==> config.mk <==
export PLATFORM = sky130hd
export DESIGN_NAME = tt_um_tkmic_serial_sub
export DESIGN_NICKNAME = d
export VERILOG_FILES = /design/src/rtl/tt_um_tkmic_serial_sub_pkg.sv /design/src/rtl/tkmic_sync_edge.sv /design/src/rtl/tt_um_tkmic_serial_sub.sv
export SDC_FILE = /design/constraint.sdc
export NUM_CORES = 1
export LEC_CHECK = 0
export ABC_AREA = 1
export CORE_ASPECT_RATIO = 0.7
export CORE_MARGIN = 2
export CORE_UTILIZATION = 45
export CTS_CLUSTER_DIAMETER = 80
export DETAILED_ROUTE_END_ITERATION = 10
export PLACE_DENSITY = 0.79
export SLEW_MARGIN = 20
export SYNTH_ARGS = -nofsm -noshare
export SYNTH_HDL_FRONTEND = slang
export SYNTH_SLANG_ARGS = --single-unit
==> constraint.sdc <==
create_clock -name clk -period 2.95 [get_ports clk]
set_input_delay 0.4425 -clock clk [delete_from_list [all_inputs] [get_ports clk]]
set_output_delay 0.4425 -clock clk [all_outputs]
set_load 0.01 [all_outputs]
==> src/rtl/tt_um_tkmic_serial_sub_pkg.sv <==
// Shared encodings for the tkmic bit-serial subtractor tile: FSM states and pin bit indices.
package tt_um_tkmic_serial_sub_pkg;

  typedef enum logic [1:0] {
    ST_IDLE = 2'd0,
    ST_RUN  = 2'd1,
    ST_DONE = 2'd2
  } state_e;

  // ui_in bit positions
  localparam int UI_A     = 0;
  localparam int UI_B     = 1;
  localparam int UI_VALID = 2;
  localparam int UI_START = 3;

  // uio_out bit positions
  localparam int UIO_DIFF   = 0;
  localparam int UIO_BORROW = 1;
  localparam int UIO_DONE   = 2;
  localparam int UIO_BUSY   = 3;

  // Low nibble of uio drives status, high nibble stays input
  localparam logic [7:0] UIO_OE_VAL = 8'b0000_1111;

endpackage

==> src/rtl/tkmic_sync_edge.sv <==
// N-stage synchronizer with a rising-edge detector on each synchronized bit.
// STAGES=0 samples the pins directly; the edge flop is always present.
module tkmic_sync_edge #(
  parameter int STAGES = 2,
  parameter int W      = 1
) (
  input  logic         clk,
  input  logic         rst_n,
  input  logic [W-1:0] i_d,
  output logic [W-1:0] o_s,
  output logic [W-1:0] o_rise
);

  logic [W-1:0] w_s;
  logic [W-1:0] r_q;

  if (STAGES == 0) begin : g_direct
    assign w_s = i_d;
  end else begin : g_sync
    logic [STAGES-1:0][W-1:0] r_sync;

    // Shift pin samples through the synchronizer chain
    always_ff @(posedge clk or negedge rst_n) begin
      if (!rst_n) begin
        r_sync <= '0;
      end else begin
        r_sync[0] <= i_d;
        for (int k = 1; k < STAGES; k++) r_sync[k] <= r_sync[k-1];
      end
    end

    assign w_s = r_sync[STAGES-1];
  end

  // Delay the synchronized level by one cycle for edge detection
  always_ff @(posedge clk or negedge rst_n) begin
    if (!rst_n) r_q <= '0;
    else        r_q <= w_s;
  end

  assign o_s    = w_s;
  assign o_rise = w_s & ~r_q;

endmodule

==> src/rtl/tt_um_tkmic_serial_sub.sv <==
// Bit-serial subtractor tile: takes A and B one bit per valid strobe, LSB first,
// keeps a borrow across bits and assembles a WIDTH-bit difference on uo_out.
module tt_um_tkmic_serial_sub
  import tt_um_tkmic_serial_sub_pkg::*;
#(
  parameter int WIDTH       = 8,
  parameter int SYNC_STAGES = 2
) (
  input  logic       clk,
  input  logic       rst_n,
  input  logic       ena,
  input  logic [7:0] ui_in,
  output logic [7:0] uo_out,
  input  logic [7:0] uio_in,
  output logic [7:0] uio_out,
  output logic [7:0] uio_oe
);

  localparam int CW = $clog2(WIDTH + 1);
  localparam logic [CW-1:0] LAST = CW'(WIDTH - 1);

  logic [3:0]       w_s;
  logic [3:0]       w_rise;
  logic             w_a, w_b, w_valid_rise, w_start_rise;
  logic             w_d, w_borrow_nx;
  logic             w_clear, w_shift;
  state_e           r_state, w_state;
  logic [CW-1:0]    r_count;
  logic [WIDTH-1:0] r_result;
  logic             r_borrow, r_diff, r_done, r_busy;
  logic             w_unused;

  // a/b share the strobe synchronizer so they line up with the valid edge
  tkmic_sync_edge #(.STAGES(SYNC_STAGES), .W(4)) u_sync (
    .clk    (clk),
    .rst_n  (rst_n),
    .i_d    (ui_in[3:0]),
    .o_s    (w_s),
    .o_rise (w_rise)
  );

  assign w_a          = w_s[UI_A];
  assign w_b          = w_s[UI_B];
  assign w_valid_rise = w_rise[UI_VALID];
  assign w_start_rise = w_rise[UI_START];

  assign w_d         = w_a ^ w_b ^ r_borrow;
  assign w_borrow_nx = (~w_a & w_b) | (~(w_a ^ w_b) & r_borrow);

  // State register
  always_ff @(posedge clk or negedge rst_n) begin
    if (!rst_n) r_state <= ST_IDLE;
    else        r_state <= w_state;
  end

  // Next state and datapath strobes; start always beats a same-cycle valid
  always_comb begin
    w_state = r_state;
    w_clear = 1'b0;
    w_shift = 1'b0;
    case (r_state)
      ST_IDLE: begin
        if (w_start_rise) begin
          w_state = ST_RUN;
          w_clear = 1'b1;
        end
      end
      ST_RUN: begin
        if (w_start_rise) begin
          w_clear = 1'b1;
        end else if (w_valid_rise) begin
          w_shift = 1'b1;
          if (r_count == LAST) w_state = ST_DONE;
        end
      end
      ST_DONE: begin
        if (w_start_rise) begin
          w_state = ST_RUN;
          w_clear = 1'b1;
        end
      end
      default: w_state = ST_IDLE;
    endcase
  end

  // Bit counter, borrow and result; count holds at the last index on completion
  always_ff @(posedge clk or negedge rst_n) begin
    if (!rst_n) begin
      r_count  <= '0;
      r_result <= '0;
      r_borrow <= 1'b0;
      r_diff   <= 1'b0;
    end else if (w_clear) begin
      r_count  <= '0;
      r_result <= '0;
      r_borrow <= 1'b0;
      r_diff   <= 1'b0;
    end else if (w_shift) begin
      r_result <= r_result | (WIDTH'(w_d) << r_count);
      r_borrow <= w_borrow_nx;
      r_diff   <= w_d;
      if (r_count != LAST) r_count <= r_count + 1'b1;
    end
  end

  // Status flags registered from next state so they track the FSM without lag
  always_ff @(posedge clk or negedge rst_n) begin
    if (!rst_n) begin
      r_busy <= 1'b0;
      r_done <= 1'b0;
    end else begin
      r_busy <= (w_state == ST_RUN);
      r_done <= (w_state == ST_DONE);
    end
  end

  assign uo_out = 8'(r_result);
  assign uio_oe = UIO_OE_VAL;

  // Pack status bits onto the bidirectional pins
  always_comb begin
    uio_out             = 8'h00;
    uio_out[UIO_DIFF]   = r_diff;
    uio_out[UIO_BORROW] = r_borrow;
    uio_out[UIO_DONE]   = r_done;
    uio_out[UIO_BUSY]   = r_busy;
  end

  assign w_unused = &{1'b0, ena, uio_in, ui_in[7:4], w_rise[UI_B:UI_A]};

endmodule

==> results of run 1 <==
state kept, by name, summed over array words and instances, names as in the netlist:
| name | count |
|---|---|
| r_borrow | 1 |
| uo_out | 8 |
| u_sync.g_sync.r_sync | 4 |
| r_done | 1 |
| r_busy | 1 |
| u_sync.r_q | 2 |
| r_count | 4 |
| u_sync.o_s | 4 |
| r_state | 2 |
| r_diff | 1 |
cells by family (layout without fill, tap and decap cells):
family | count (synthesis) | after routing | share of synthesized area, %
other | 2 | 12 | 0.573
AND/OR/NAND/NOR | 60 | 60 | 21.8
flip-flops | 28 | 28 | 53.4
adder cells (fa/ha/maj) | 2 | 2 | 2.48
XOR/XNOR | 1 | 1 | 0.668
buffers and inverters | 39 | 43 | 16.1
AO/OA/AOI/OAI | 11 | 11 | 4.96
area by class of cell:
| type | count | area [um2] | share of cell area (%) |
|---|---|---|---|
| timing repair buffer | 18 | 178 | 11.7 |
| inverter | 21 | 81.3 | 5.38 |
| multi-input combinational | 86 | 437 | 28.9 |
| tap | 36 | 45.0 | 2.98 |
| sequential | 28 | 701 | 46.3 |
| clock buffer | 3 | 41.3 | 2.73 |
| clock inverter | 1 | 30.0 | 1.99 |
stage by stage:
step           cell area (um2)  instances  power, mW  setup slack, ns  utilization (%)
5_1_grt                   1510        193      0.917             1.20             54.4
3_3_place_gp              1440        189      0.572             1.46             51.8
6_report                  1510        193      0.868             1.26             54.4
4_1_cts                   1510        193      0.878             1.23             54.4
3_5_place_dp              1440        189      0.578             1.39             51.8
2_1_floorplan             1350        153      0.541             1.54                -
worst max path at each step:
stage	to	depth (start not counted)	startpoint	slack, ns
after global routing	uio_out[1]	1	r_borrow	1.20
after detailed placement	uo_out[4]	6	r_borrow	1.39
after CTS	uio_out[1]	1	r_borrow	1.23
after global placement	uo_out[5]	6	r_borrow	1.46
final	uio_out[1]	1	r_borrow	1.26
after floorplan	uo_out[5]	6	r_borrow	1.54
per-layer routing:
metal / vias up / GRT usage [%]
met3: 4 / 4.16
met4: 0 / 5.00
li1: 439 / -
met5: - / 0
met2: 28 / 23.1
met1: 405 / 19.5
cells in the final DEF, fill, tap and decap left out, types with 2 or more instances in the layout:
cell,synthesis,routed
sky130_fd_sc_hd__clkbuf_8,0,3
sky130_fd_sc_hd__a21oi_1,6,6
sky130_fd_sc_hd__dfrtp_1,28,28
sky130_fd_sc_hd__nand3_1,16,16
sky130_fd_sc_hd__o22ai_1,2,2
sky130_fd_sc_hd__conb_1,2,12
sky130_fd_sc_hd__inv_1,19,19
sky130_fd_sc_hd__o21ai_2,2,2
sky130_fd_sc_hd__nand2_1,26,26
sky130_fd_sc_hd__nor2_1,11,11
sky130_fd_sc_hd__nand2_2,2,2
sky130_fd_sc_hd__clkdlybuf4s50_1,0,17
power by group through the flow:
stage | Combinational, mW | Sequential [mW] | Clock, mW
after detailed placement | 0.135 | 0.444 | 0
after CTS | 0.136 | 0.437 | 0.305
after global placement | 0.131 | 0.441 | 0
after global routing | 0.153 | 0.441 | 0.323
after floorplan | 0.100 | 0.440 | 0
final | 0.134 | 0.436 | 0.297
cell usage after synthesis (all sizes together):
library cell  instances
nand4                 1
dfrtp                28
inv                  21
o22ai                 2
nand2                28
xor2                  1
fa                    1
nor2                 14
conb                  2
a21oi                 6
nand3                17
o21ai                 3
buf                  18
ha                    1
==> out/metrics.cfg, run 1 <==
[worst_setup_path]
timing.critical_path.to_type=output pin
critical_path.top_delay_family=buffers and inverters
depth_of_the_most_critical_reg_to_reg_path=6
crit_arrival_ns=1.25
worstReg2RegEnd=uo_out[4]
worstPathRequired_ns=2.51
path_buf_inv=1
reg2reg_setup_slack_ns=1.38
cpMaxStageDelayCell=sky130_fd_sc_hd__clkdlybuf4s50_1
critical_path.reg2reg.startpoint=r_borrow
critical-path-max-stage-delay_ns=0.56
cp_cell_instances=clkdlybuf4s50_1
crit_fanout=3
setup.worst_path.class=register to output pin
cp-start-kind=register

[route]
vias_per_cell=4.54
firstDrtPassIters=4
wl_met2_um=968
first_iter_violations=27
routed.top_layer=met4
wl_per_cell_um=10.6
finalWirelength_um=2040
dr_wl_met3_um=120
remaining_drc_errors=0
dr_total_vias=876
postRouteAntennaNets=0
met1_length_um=921

[sta]
timing.fmax_mhz=591
setup_viol=0
hold_violations=0
report.final.slew_viol_count=0
fin_crit_sh_pct=57.4
worst_hold_slack_across_all_endpoints_ns=0.355
rsz0062_at_grt=false
min_period_ns=1.69
tns_ns=0
clock_skew_ns=0.00389

[final_layout]
insertedDiodeCount=0
area.growth.synth_to_final_pct=15.4
fillers=250
layout-drive-gt1-share_pct=9.55
design.final.nets=179

[synth]
synth-warning-count=0
synth_top_area_share_pct=53.4
post_synthesis_instance_total=143
synthTopCellsByArea=sky130_fd_sc_hd__dfrtp_1 (53%), sky130_fd_sc_hd__buf_4 (9.2%), sky130_fd_sc_hd__nand2_1 (7.4%), sky130_fd_sc_hd__nand3_1 (6.1%), sky130_fd_sc_hd__inv_1 (5.4%)
synth.ff_latch_count=28
yosysSeqAreaShare_pct=53.4
yosys.area.top_type=sky130_fd_sc_hd__dfrtp_1
synth_cell_types=23
netlist_area_before_placement_um2=1310
post_synth.cell_area_avg_um2=9.17

[clocking]
tritoncts.num_buffers=3
htree_num_levels=1
ctsHoldBuffers=0
worst_setup_hold_path_clk_slew_ns=0.09
cts.root.buffer_cell=sky130_fd_sc_hd__clkbuf_8
tritoncts=yes
post_cts.resized_instances=0
cts_max_path_buffers=2
tritoncts_num_sinks=28
cts_post_setup_buffers_inserted=0
clock_latency_ns=0.27

[worst_hold_path]
worstHoldEndpoint=u_sync.o_s[3]
holdCritPathClass=register to register
hold-path-cell-count=0
source_of_the_worst_hold_timing_path=u_sync.g_sync.r_sync[3]

[grt]
first_global_vias=816
grt-ovfl-total=0
grt_pass1_wl_um=3620
grt_usage_pct=14.7
grt_start_max_net_pins=29
antenna_found_initial=0

[placement]
dpl.hpwl_um=1530
gp_congestion=0.832
port-buffer-count=17

[power_and_ir_drop]
power_density_nw_per_um2=574
power.switching_mw=0.220
worst_vdd_drop_mv=0.310
p_leak_nw=0.759
switching_share_pct=25.4
internal_power_mw=0.647
sequential_fraction_of_design_power_pct=50.3
clock_power_share_pct=34.2
p_comb_share_pct=15.5

[die]
die_x_um=68.5
core-area_um2=2780
die_h_um=49.2
initial_utilization_pct=47.1
placementRows=16
die_footprint_um2=3370
design.portCount=43

[run_status]
run_status=completed

[flow_run]
timing.max_cap.violations=0

(Power assumes the default switching activity.)
==> run 2, diff against run 1 <==
Clock period 2.95 ns to 1.6 ns, I/O delays scaled along.
==> out/metrics.cfg, run 2 (same netlist as run 1, synthesis figures left out) <==
[die]
design.portCount=43  ; unchanged
placementRows=16  ; unchanged
core-area_um2=2780  ; unchanged
die_h_um=49.2  ; unchanged
initial_utilization_pct=47.1  ; unchanged
die_footprint_um2=3370  ; unchanged
die_x_um=68.5  ; unchanged

[flow_run]
timing.max_cap.violations=0  ; unchanged

[final_layout]
area.growth.synth_to_final_pct=15.9  ; was 15.4%
utilization_pct=54.6  ; was 54.4%
multi_input_gate_area_in_the_final_layout_um2=444  ; was 437 um2
largest_reg_flops=8  ; unchanged
mostFrequentLayoutCells=sky130_fd_sc_hd__dfrtp_1 (28), sky130_fd_sc_hd__nand2_1 (26), sky130_fd_sc_hd__inv_1 (18), sky130_fd_sc_hd__clkdlybuf4s50_1 (17), sky130_fd_sc_hd__nand3_1 (16)  ; was sky130_fd_sc_hd__dfrtp_1 (28), sky130_fd_sc_hd__nand2_1 (26), sky130_fd_sc_hd__inv_1 (19), sky130_fd_sc_hd__clkdlybuf4s50_1 (17), sky130_fd_sc_hd__nand3_1 (16)
mostFrequentLayoutCell=sky130_fd_sc_hd__dfrtp_1  ; unchanged
final-seq-area_um2=701  ; unchanged
design.final.nets=179  ; unchanged
insertedDiodeCount=0  ; unchanged
layout-drive-gt1-share_pct=11.5  ; was 9.55%
fillers=249  ; was 250

[worst_setup_path]
timing.critical_path.to_type=register  ; was output pin
reg2reg_setup_slack_ns=0.09  ; was 1.38 ns
worstPathRequired_ns=1.80  ; was 2.51 ns
crit_arrival_ns=1.72  ; was 1.25 ns
crit_fanout=4  ; was 3
cp-start-kind=register  ; unchanged
setup.worst_path.class=register to register  ; was register to output pin

[clocking]
ctsHoldBuffers=0  ; unchanged
tritoncts_num_sinks=28  ; unchanged
tritoncts=yes  ; unchanged
cts_max_path_buffers=2  ; unchanged
cts.root.buffer_cell=sky130_fd_sc_hd__clkbuf_8  ; unchanged
clock_latency_ns=0.27  ; about the same
worst_setup_hold_path_clk_slew_ns=0.09  ; about the same
tritoncts.num_buffers=3  ; unchanged
htree_num_levels=1  ; unchanged

[sta]
hold_violations=0  ; unchanged
min_period_ns=1.51
fin_crit_sh_pct=94.7
timing.fmax_mhz=660
tns_ns=0  ; unchanged
rsz0062_at_grt=true  ; was false
setup_viol=0  ; unchanged
report.final.slew_viol_count=0  ; unchanged
clock_skew_ns=0.00439  ; was 0.00389 ns

[grt]
grt_pass1_wl_um=3590  ; was 3620 um
grt_usage_pct=14.3  ; was 14.7%
antenna_found_initial=0  ; unchanged
grt-ovfl-total=0  ; unchanged
first_global_vias=818  ; was 816
grt_start_max_net_pins=29  ; unchanged

[worst_hold_path]
holdCritPathClass=input port to asynchronous set/reset pin  ; was register to register

[placement]
port-buffer-count=17  ; unchanged
gp_congestion=0.831  ; was 0.832
dpl.hpwl_um=1570  ; was 1530 um

[power_and_ir_drop]
worst_vdd_drop_mv=0.651  ; was 0.310 mV
power_density_nw_per_um2=1060  ; was 574 nW/um2
p_leak_nw=0.756  ; was 0.759 nW

[run_status]
run_status=completed  ; unchanged

[route]
wl_per_cell_um=11.1  ; was 10.6 um
finalWirelength_um=2130  ; was 2040 um
postRouteAntennaNets=0  ; unchanged
dr_total_vias=917  ; was 876
first_iter_violations=33  ; was 27
firstDrtPassIters=4  ; unchanged
vias_per_cell=4.75  ; was 4.54
remaining_drc_errors=0  ; unchanged

==> run 2: cell counts in the layout (fill, tap and decap cells not counted) <==
No cell type changed its count.
==> run 2: stage by stage <==
step | instance area (um2) | instances | setup WS [ns] | total power [mW] | hold WS [ns]
finish | 1520 | 193 | 0.0851 | 1.61 | 0.329
global placement | 1440 | 189 | 0.106 | 1.05 | 0.333
detailed placement | 1440 | 189 | 0.0547 | 1.07 | 0.338
global route | 1520 | 193 | -0.0282 | 1.69 | 0.363
floorplan | 1350 | 153 | 0.193 | 0.997 | -0.0556
CTS | 1510 | 193 | 0.0332 | 1.61 | 0.343
==> run 2: worst paths after layout <==
check / cells after the start / endpoint / from
max: 6 / uo_out[5] / r_borrow
min: 2 / r_count[3] / rst_n
max reg2reg: 6 / uo_out[5] / r_borrow
min reg2reg: 0 / u_sync.o_s[1] / u_sync.g_sync.r_sync[1]
max in group asynchronous: 2 / uo_out[3] / rst_n
min in group clk: 0 / u_sync.o_s[1] / u_sync.g_sync.r_sync[1]
==> run 2: what timing repair did <==
item | in CTS | in global routing
buffers inserted | 0 | 0
gates resized for setup | 0 | 3
setup endpoints to repair | 0 | 6
==> run 2: cell type report <==
cell class	instances	area share, %
flip-flops and latches	28	46.1
inverters	21	5.35
repair buffers	18	11.7
well taps	36	2.96
multi-input cells	86	29.2
clock inverters	1	1.98
clock buffers	3	2.72
==> run 2: where the power goes <==
group	internal [mW]	switching, mW	total [mW]
logic	0.102	0.150	0.253
clock network	0.335	0.213	0.548
registers	0.758	0.0469	0.805
==> run 2: routing by layer <==
metal  vias up  routed length [um]  track usage (%)  part of all wire (%)
met5         -                   0                0                     0
met4         0                  11             3.00                  0.52
met3         2                 159             4.16                   7.5
met2        45                1040             22.3                    49
met1       433                 924             19.8                    43
li1        437                   -                -                     -
==> run 2: worst max-delay path, cell delays in order, from the launching register on <==
cell	delay, ns
sky130_fd_sc_hd__dfrtp_1	0.43
sky130_fd_sc_hd__fa_1	0.51
sky130_fd_sc_hd__inv_2	0.10
sky130_fd_sc_hd__nand3_1	0.12
sky130_fd_sc_hd__nor2_1	0.11
sky130_fd_sc_hd__nand2_1	0.06
sky130_fd_sc_hd__a21oi_1	0.12
==> run 3, diff against run 2 <==
Settings changed: CAP_MARGIN from default to 20, SKIP_CTS_REPAIR_TIMING from default to 1.
==> results of run 3 <==
No change in the layout: final DEF, timing and power equal those of run 2.
